**src/rtl/kbd_input_arbiter.sv**
```systemverilog
`default_nettype none
// ============================================================================
// Module   : kbd_input_arbiter
// Purpose  : Merges UART and PS/2 ASCII key bytes into one keyboard stream for
//            the Apple 1 PIA. One holding register per source, round-robin
//            arbitration into a small FIFO, sticky overflow on dropped bytes.
// Revision : 1.0  initial release
// ============================================================================
module kbd_input_arbiter #(
  parameter int FIFO_DEPTH = 8,
  parameter bit UPPERCASE  = 1'b1,
  parameter bit LF_TO_CR   = 1'b1
) (
  input  logic                          clk25,
  input  logic                          rst,
  input  logic                          uart_strobe,
  input  logic [7:0]                    uart_data,
  input  logic                          ps2_strobe,
  input  logic [7:0]                    ps2_data,
  input  logic [1:0]                    src_mode,
  input  logic                          flush,
  input  logic                          kbd_rd,
  output logic [7:0]                    kbd_data,
  output logic                          kbd_ready,
  output logic [$clog2(FIFO_DEPTH):0]   fifo_count,
  output logic                          overflow
);

  localparam int c_AW = $clog2(FIFO_DEPTH);
  localparam int c_CW = c_AW + 1;
  localparam logic [c_CW-1:0] c_FULL = c_CW'(FIFO_DEPTH);

  // Key byte translation applied before a byte enters its holding register
  function automatic logic [7:0] map_key(input logic [7:0] b);
    map_key = b;
    if (LF_TO_CR && (b == 8'h0A))
      map_key = 8'h0D;
    else if (UPPERCASE && (b >= 8'h61) && (b <= 8'h7A))
      map_key = b - 8'h20;
  endfunction

  // Holding registers, last grant, FIFO storage and state
  logic             r_uart_valid, r_ps2_valid;
  logic [7:0]       r_uart_byte, r_ps2_byte;
  logic             r_last_ps2;
  logic [7:0]       r_mem [FIFO_DEPTH];
  logic [c_AW-1:0]  r_wr_ptr, r_rd_ptr;
  logic [c_CW-1:0]  r_count;
  logic [7:0]       r_kbd_data;
  logic             r_overflow;

  // Source enables: 00 both, 01 UART only, 10 PS/2 only, 11 none
  logic w_uart_en, w_ps2_en;
  logic w_uart_req, w_ps2_req;
  logic w_pop, w_space;
  logic w_grant_uart, w_grant_ps2, w_push;
  logic [7:0] w_push_data;
  logic w_drop_uart, w_drop_ps2;
  logic [c_AW-1:0] w_rd_next;
  logic [c_CW-1:0] w_cnt_after_pop;
  logic [7:0] w_next_head;

  assign w_uart_en  = ~src_mode[1];
  assign w_ps2_en   = ~src_mode[0];
  // A holding register of a source being disabled is cleared, never forwarded
  assign w_uart_req = r_uart_valid & w_uart_en;
  assign w_ps2_req  = r_ps2_valid  & w_ps2_en;
  assign w_pop      = kbd_rd & (r_count != '0);
  // A push is allowed into a full FIFO when the same cycle pops the head
  assign w_space    = (r_count != c_FULL) | w_pop;

  // Round-robin grant: on a tie the source not granted last time wins
  always_comb begin
    w_grant_uart = 1'b0;
    w_grant_ps2  = 1'b0;
    if (w_space) begin
      if (w_uart_req && w_ps2_req) begin
        if (r_last_ps2) w_grant_uart = 1'b1;
        else            w_grant_ps2  = 1'b1;
      end else if (w_uart_req) begin
        w_grant_uart = 1'b1;
      end else if (w_ps2_req) begin
        w_grant_ps2 = 1'b1;
      end
    end
  end

  assign w_push      = w_grant_uart | w_grant_ps2;
  assign w_push_data = w_grant_uart ? r_uart_byte : r_ps2_byte;
  // A second strobe into an occupied register that is not draining is lost
  assign w_drop_uart = w_uart_en & uart_strobe & r_uart_valid & ~w_grant_uart;
  assign w_drop_ps2  = w_ps2_en  & ps2_strobe  & r_ps2_valid  & ~w_grant_ps2;

  // Head after this edge: the pushed byte if the FIFO would otherwise be empty
  assign w_rd_next       = r_rd_ptr + c_AW'(w_pop);
  assign w_cnt_after_pop = r_count - c_CW'(w_pop);
  always_comb begin
    w_next_head = 8'h80;
    if (w_cnt_after_pop == '0) begin
      if (w_push) w_next_head = {1'b1, w_push_data[6:0]};
    end else begin
      w_next_head = {1'b1, r_mem[w_rd_next][6:0]};
    end
  end

  // UART holding register: load, drain, or clear when the source is disabled
  always_ff @(posedge clk25) begin
    if (rst || flush) begin
      r_uart_valid <= 1'b0;
      r_uart_byte  <= 8'h00;
    end else if (!w_uart_en) begin
      r_uart_valid <= 1'b0;
    end else if (uart_strobe && !w_drop_uart) begin
      r_uart_valid <= 1'b1;
      r_uart_byte  <= map_key(uart_data);
    end else if (w_grant_uart) begin
      r_uart_valid <= 1'b0;
    end
  end

  // PS/2 holding register: load, drain, or clear when the source is disabled
  always_ff @(posedge clk25) begin
    if (rst || flush) begin
      r_ps2_valid <= 1'b0;
      r_ps2_byte  <= 8'h00;
    end else if (!w_ps2_en) begin
      r_ps2_valid <= 1'b0;
    end else if (ps2_strobe && !w_drop_ps2) begin
      r_ps2_valid <= 1'b1;
      r_ps2_byte  <= map_key(ps2_data);
    end else if (w_grant_ps2) begin
      r_ps2_valid <= 1'b0;
    end
  end

  // Last grant survives flush so arbitration fairness carries across it
  always_ff @(posedge clk25) begin
    if (rst)
      r_last_ps2 <= 1'b1;
    else if (!flush && w_push)
      r_last_ps2 <= w_grant_ps2;
  end

  // Sticky overflow flag
  always_ff @(posedge clk25) begin
    if (rst || flush)
      r_overflow <= 1'b0;
    else if (w_drop_uart || w_drop_ps2)
      r_overflow <= 1'b1;
  end

  // FIFO storage write
  always_ff @(posedge clk25) begin
    if (w_push && !rst && !flush)
      r_mem[r_wr_ptr] <= w_push_data;
  end

  // FIFO pointers, occupancy and registered head
  always_ff @(posedge clk25) begin
    if (rst || flush) begin
      r_wr_ptr   <= '0;
      r_rd_ptr   <= '0;
      r_count    <= '0;
      r_kbd_data <= 8'h80;
    end else begin
      if (w_push) r_wr_ptr <= r_wr_ptr + 1'b1;
      r_rd_ptr   <= w_rd_next;
      r_count    <= w_cnt_after_pop + c_CW'(w_push);
      r_kbd_data <= w_next_head;
    end
  end

  assign kbd_data   = r_kbd_data;
  assign kbd_ready  = (r_count != '0);
  assign fifo_count = r_count;
  assign overflow   = r_overflow;

endmodule
`default_nettype wire
```
**config.mk**
```make
export PLATFORM = sky130hd
export DESIGN_NAME = kbd_input_arbiter
export DESIGN_NICKNAME = d
export VERILOG_FILES = /design/src/rtl/kbd_input_arbiter.sv
export SDC_FILE = /design/constraint.sdc
export NUM_CORES = 1
export LEC_CHECK = 0
export ABC_AREA = 1
export ABC_CLOCK_PERIOD_IN_PS = 3780
export BUFFER_PORTS_ARGS = -buffer_cell sky130_fd_sc_hd__buf_2
export CAP_MARGIN = 40
export CORE_MARGIN = 8
export CORE_UTILIZATION = 55
export DETAILED_ROUTE_END_ITERATION = 8
export PLACE_DENSITY = 0.75
export SETUP_SLACK_MARGIN = 0.05
export SYNTH_ARGS = -nofsm -noshare
export SYNTH_HDL_FRONTEND = slang
export SYNTH_SLANG_ARGS = --single-unit
export TNS_END_PERCENT = 20
```
**constraint.sdc**
```tcl
create_clock -name clk25 -period 3.78 [get_ports clk25]
set_input_delay 0.189 -clock clk25 [delete_from_list [all_inputs] [get_ports clk25]]
set_output_delay 0.189 -clock clk25 [all_outputs]
set_load 0.02 [all_outputs]
```
==> impl_metrics.ini, run 1 <==
[pwr]
pwr-share-clk_pct = 37.3
vdd_drop_max_uv = 217
internal_power_mw = 1.45
pwr-share-comb_pct = 5.5
power_switching_mw = 0.400
pwr_density_cell_mw_per_mm2 = 402
seq_power_share_pct = 57.2
total_leakage_power_nw = 2.00
swShare_pct = 21.6

[layout]
drive_above_1_share_pct = 14.9
nFillCells = 638
final_core_util_pct = 63.2
fin_nets = 526
diodes = 0
syn_to_final_growth_pct = 10.4

[sta]
setup_viol = 0
hold_violations = 0
rsz0062_at_grt = no
period_needed_ns = 2.80
max_freq_ghz = 0.357
finalClockSkew_ns = 0.00878
fin_crit_sh_pct = 74.1
slew_viol_final = 0
setup-tns-final_ns = 0
tightest_slew_ns = 0.887
max_slew_margin_pct = 40.7

[setup_path]
cp.buffers_inverters = 0
slowest_delay_ns = 0.77
timing.critical_path.slowest_stage_cell = nand2_1
crit_required_ns = 4.06
critPathMaxFanout = 29
start_kind = flop
cp_common_cell = nand2_1
startpoint = fifo_count[0]
worstPathCellList = nor2_1, nand2_2, nand2_1, nand2_1, nand2_1, nand2_1, nand3_1, nand3_1, nand3_1, a21oi_1
cp_top_family = simple AND/OR/NAND/NOR gates
crit_type = reg2reg
timing.rr.start = fifo_count[0]
crit_path_end_kind = flop
cp.arrival_ns = 3.07

[floorplanning]
die_h_um = 103
die_area_sq_mm = 0.0106
start_util_pct = 57.3
rows = 31
ioPinCount = 38
die_w_um = 103
core_area_sq_mm = 0.00729

[run_status]
status = complete, no violations

[routing]
via_count = 3195
wire_per_inst_um = 15.0
drcViolationCount = 0
drt-initial-drc-count = 185
antenna_left = 0
vias_per_cell = 5.32
first_pass_iters = 4
drt-total-wl_um = 9030

[clock_tree]
numCtsBuffers = 9
cts_sinks = 91
cts_root_buf = clkbuf_8
clock_latency_ns = 0.35
cts_buffer_depth = 2
htreeDepth = 3
ctsResizeCount = 0
clk_pin_slew_ns = 0.08
cts_hold_buf = 0
postCtsSetupRepairBufs = 0
tritoncts = built

[logic_synthesis]
synthesis.area_per_instance_sq_um = 9.04
seq_area_frac_synth_pct = 57.0
synth_area_sq_mm = 0.00418
ys_seq_elements = 91
synth_cell_types = 36
syn_inst = 462
yosysWarningCount = 0
synth_nets = 491

[worst_hold_path]
holdCritPathClass = in2reg
hp-start = src_mode[0]

[place]
gp_congestion = 0.876
portBuffers = 36
dp_hpwl_um = 6570

[global_routing]
grt_max_degree = 30
grt_overflow = 0
grt_antenna_before_repair = 0
grt_pass1_wl_um = 15200
grt.total_usage_pct = 18.7
grt_pass1_vias = 3087

[flow_run]
maxCapViolCount = 0
[worst paths after layout]
path	end	depth (start not counted)	slack (ns)
max reg2reg	kbd_data[4]	10	0.98
min reg2reg	r_uart_byte[1]	2	0.47
min	r_ps2_valid	2	0.02
max	kbd_data[4]	10	0.98
[cell type report]
class                   instances  area [sq um]  area share [%]
clock buffers                   9           124            2.69
clock inverters                 7          82.6            1.79
inverters                      83           312            6.76
multi-input cells             273          1390            30.0
flip-flops and latches         91          2380            51.7
well taps                      99           124            2.69
repair buffers                 39           203            4.40
[state kept, by name, indices dropped and copies added, names as in the netlist]
signal / flops
fifo_count: 4
kbd_data: 7
r_last_ps2: 1
r_mem: 56
r_rd_ptr: 3
r_uart_byte: 7
r_wr_ptr: 3
r_ps2_byte: 7
r_ps2_valid: 1
overflow: 1
r_uart_valid: 1
[cell usage in the layout, fill, tap and decap left out, types with 2 or more instances in the layout]
| master | Yosys | routed |
|---|---|---|
| nand2_4 | 2 | 2 |
| o21ai_1 | 5 | 5 |
| nand3b_1 | 8 | 8 |
| clkinv_2 | 0 | 3 |
| ha_1 | 5 | 5 |
| nor3_1 | 3 | 3 |
| nand2_1 | 71 | 71 |
| dfxtp_1 | 35 | 35 |
| edfxtp_1 | 56 | 56 |
| o21ai_0 | 12 | 12 |
| bufinv_16 | 0 | 2 |
| nand3_1 | 83 | 83 |
| a211oi_1 | 3 | 3 |
| o21ai_2 | 2 | 2 |
| nor2_1 | 35 | 35 |
| clkinv_1 | 0 | 2 |
| nand3_2 | 3 | 3 |
| nand2_2 | 3 | 3 |
| buf_4 | 2 | 3 |
| clkbuf_8 | 0 | 9 |
| inv_1 | 78 | 78 |
| nand4_1 | 3 | 3 |
| nor2_2 | 3 | 3 |
| inv_2 | 5 | 5 |
| buf_2 | 3 | 36 |
| a21oi_1 | 21 | 21 |
[power groups by stage]
stage | Sequential [mW] | Clock, mW | Combinational [mW]
6_report | 1.06 | 0.691 | 0.103
5_1_grt | 1.06 | 0.746 | 0.116
4_1_cts | 1.06 | 0.700 | 0.103
3_5_place_dp | 1.08 | 0 | 0.102
3_3_place_gp | 1.08 | 0 | 0.0989
2_1_floorplan | 1.08 | 0 | 0.0649
[Yosys cell counts (all sizes together)]
cell type	n	share of area, %
nand3	86	11
nor3b	1	0.18
conb	1	0.090
clkbuf	5	0.45
xnor2	1	0.21
xor2	1	0.21
a21oi	23	3.1
dfxtp	35	17
ha	5	1.5
nand3b	8	1.4
inv	83	7.5
o311ai	1	0.21
nand4	3	0.45
nor2	39	3.9
o21ai	19	2.5
nor3	3	0.36
edfxtp	56	40
nor4	1	0.15
a211oi	3	0.54
nand2	76	7.4
o2111ai	1	0.21
buf	10	1.9
or2	1	0.15
[metal layers]
layer  GRT usage [%]  up-vias  wire length, um
met2            28.7      124             4110
li1                -     1584                -
met4            9.12        0              246
met5               0        -                0
met3            4.12       20              623
met1            24.5     1467             4060
[stage by stage]
step / instance area, sq um / power (mW) / hold slack [ns] / worst slack, ns / instances
final: 4610 / 1.85 / 0.0239 / 0.981 / 601
after global placement: 4400 / 1.18 / 0.394 / 1.19 / 584
after detailed placement: 4410 / 1.18 / 0.400 / 1.10 / 585
after floorplan: 4180 / 1.15 / 0.267 / 1.44 / 462
after CTS: 4610 / 1.86 / 0.0146 / 1.03 / 601
after global routing: 4610 / 1.92 / 0.0121 / 0.649 / 601
[logic make-up (layout without fill, tap and decap cells)]
group	count (synthesis)	after routing	synth area share (%)
AOI/OAI and AO/OA	47	47	6.53
xor gates and xnor gates	2	2	0.419
adders and majority gates	5	5	1.50
buffers and inverters	98	138	9.80
DFF	91	91	57.0
other	1	1	0.0898
and+or+nand+nor	218	218	24.6
No activity file was read; power rests on OpenSTA's default activity.
==> run 2, diff against run 1 <==
ABC_CLOCK_PERIOD_IN_PS = 2850   (was 3780)
clock period = 2.85 ns   (was 3.78 ns; I/O delays follow)
==> impl_metrics.ini, run 2 (synthesis gave the netlist of run 1 again) <==
[run_status]
status = complete, no violations

[clock_tree]
ctsResizeCount = 0
cts_root_buf = clkbuf_8
postCtsSetupRepairBufs = 0
htreeDepth = 3
cts_sinks = 91
clk_pin_slew_ns = 0.10
clock_latency_ns = 0.36
cts_buffer_depth = 2
numCtsBuffers = 9
tritoncts = built

[setup_path]
worstPathCellList = nor2_1, nand2_2, nand3_2, inv_1, ha_1, inv_1, nand3_1, nand3_1, nand3_1, a21oi_1
timing.rr.start = fifo_count[3]
cp_top_family = simple AND/OR/NAND/NOR gates
cp.buffers_inverters = 2
crit_required_ns = 3.06
crit_type = reg2reg
crit_path_end_kind = flop
timing.critical_path.slowest_stage_cell = ha_1
slowest_delay_ns = 0.55
timing.rr.end = kbd_data[1]
startpoint = fifo_count[3]
crit_cells = 10
rrSetupSlack_ns = 0.67
critPathMaxFanout = 15
start_kind = flop
cp.arrival_ns = 2.40
worstSetupEndpoint = kbd_data[1]
cp_common_cell = nand3_1
reg2regPathDepth = 10

[routing]
drcViolationCount = 0
first_pass_iters = 5
wire_per_inst_um = 16.0
vias_per_cell = 5.46
antenna_left = 0
drt-total-wl_um = 9720
drt-initial-drc-count = 152
via_count = 3308

[place]
gp_congestion = 0.927
portBuffers = 36
dp_hpwl_um = 6920
placed_area_sq_mm = 0.00443

[sta]
hold_violations = 0
period_needed_ns = 2.18
fin_crit_sh_pct = 76.6
finalClockSkew_ns = 0.0167
setup_viol = 0
setup-tns-final_ns = 0
rsz0062_at_grt = no
max_slew_margin_pct = 48.4
tightest_slew_ns = 0.773
max_freq_ghz = 0.458
slew_viol_final = 0

[floorplanning]
die_w_um = 103
rows = 31
core_area_sq_mm = 0.00729
ioPinCount = 38
die_h_um = 103
start_util_pct = 57.3
die_area_sq_mm = 0.0106

[layout]
syn_to_final_growth_pct = 11.5
fin_nets = 531
drive_above_1_share_pct = 15.8
top_register = r_mem
largest_register_ffs = 56
final_common_cell = nand3_1
final_area_sq_mm = 0.00466
layout_common_cells = nand3_1 (83), inv_1 (78), nand2_1 (71)
diodes = 0

[pwr]
power_switching_mw = 0.602
swShare_pct = 24.4
internal_power_mw = 1.87
vdd_drop_max_uv = 290
pwr-share-comb_pct = 5.8
pwr_density_cell_mw_per_mm2 = 530
total_leakage_power_nw = 2.01
pwr-share-clk_pct = 37.3
seq_power_share_pct = 56.9

[global_routing]
grt_overflow = 0
grt_max_degree = 30
grt_antenna_before_repair = 0
grt_pass1_vias = 3263
grt_pass1_wl_um = 15600
grt.total_usage_pct = 19.3

[flow_run]
maxCapViolCount = 0

[worst_hold_path]
holdCritPathClass = in2reg
run 2: cell count changes in the layout (fill, tap and decap cells not counted):
cell	previous run	this run
clkinv_1	2	0
clkinv_2	3	0
inv_8	0	2
bufinv_16	2	1
inv_6	0	1
dlygate4sd3_1	0	2
buf_4	3	6
clkinvlp_4	0	3
run 2: layout make-up:
cell class              instances  area, sq um
fillers                       646         2640
clock buffers                   9          124
multi-input cells             273         1390
clock inverters                 7         83.8
well taps                      99          124
repair buffers                 44          245
flip-flops and latches         91         2380
inverters                      83          312
run 2: metal layers:
layer	GRT usage (%)	part of all wire, %	up-vias	routed length, um
met1	24.8	44	1529	4230
met4	9.12	3.6	0	352
met2	31.1	47	143	4580
met5	0	0	-	0
li1	-	-	1602	-
met3	3.31	5.7	34	555
run 2: what timing repair did:
item | 4_1_cts | 5_1_grt
endpoints found under the setup margin | 0 | 0
hold endpoints to repair | 2 | 0
hold buffers | 2 | 0
run 2: tightest hold or removal path, stage by stage:
cell,delay [ns]
buf_2,0.10
nor2_1,0.05
nor2_1,0.07
run 2: worst min-delay path by stage:
stage                           start  depth (start not counted)  slack, ns       endpoint
after floorplan           src_mode[0]                          1       0.22    r_ps2_valid
after global placement    src_mode[0]                          2       0.34    r_ps2_valid
after detailed placement  src_mode[0]                          2       0.35    r_ps2_valid
after CTS                 ps2_data[2]                          3       0.02  r_ps2_byte[2]
after global routing      uart_strobe                          3       0.04   r_uart_valid
final                     ps2_data[0]                          3       0.02  r_ps2_byte[0]
run 2: power groups by stage:
stage          logic, mW  clock network [mW]  registers (mW)
6_report           0.143               0.920            1.40
4_1_cts            0.142               0.923            1.40
3_3_place_gp       0.137                   0            1.43
3_5_place_dp       0.140                   0            1.44
2_1_floorplan     0.0860                   0            1.44
5_1_grt            0.160               0.979            1.41
run 2: stage by stage:
| stage | instances | utilization (%) | hold WS, ns | power, mW | setup WS (ns) |
|---|---|---|---|---|---|
| after floorplan | 462 | - | 0.221 | 1.52 | 0.515 |
| after global placement | 588 | 60.7 | 0.344 | 1.57 | 0.723 |
| after detailed placement | 588 | 60.7 | 0.354 | 1.57 | 0.672 |
| after CTS | 606 | 63.8 | 0.0168 | 2.47 | 0.667 |
| after global routing | 606 | 63.8 | 0.0430 | 2.55 | 0.453 |
| final | 606 | 63.8 | 0.0184 | 2.47 | 0.666 |
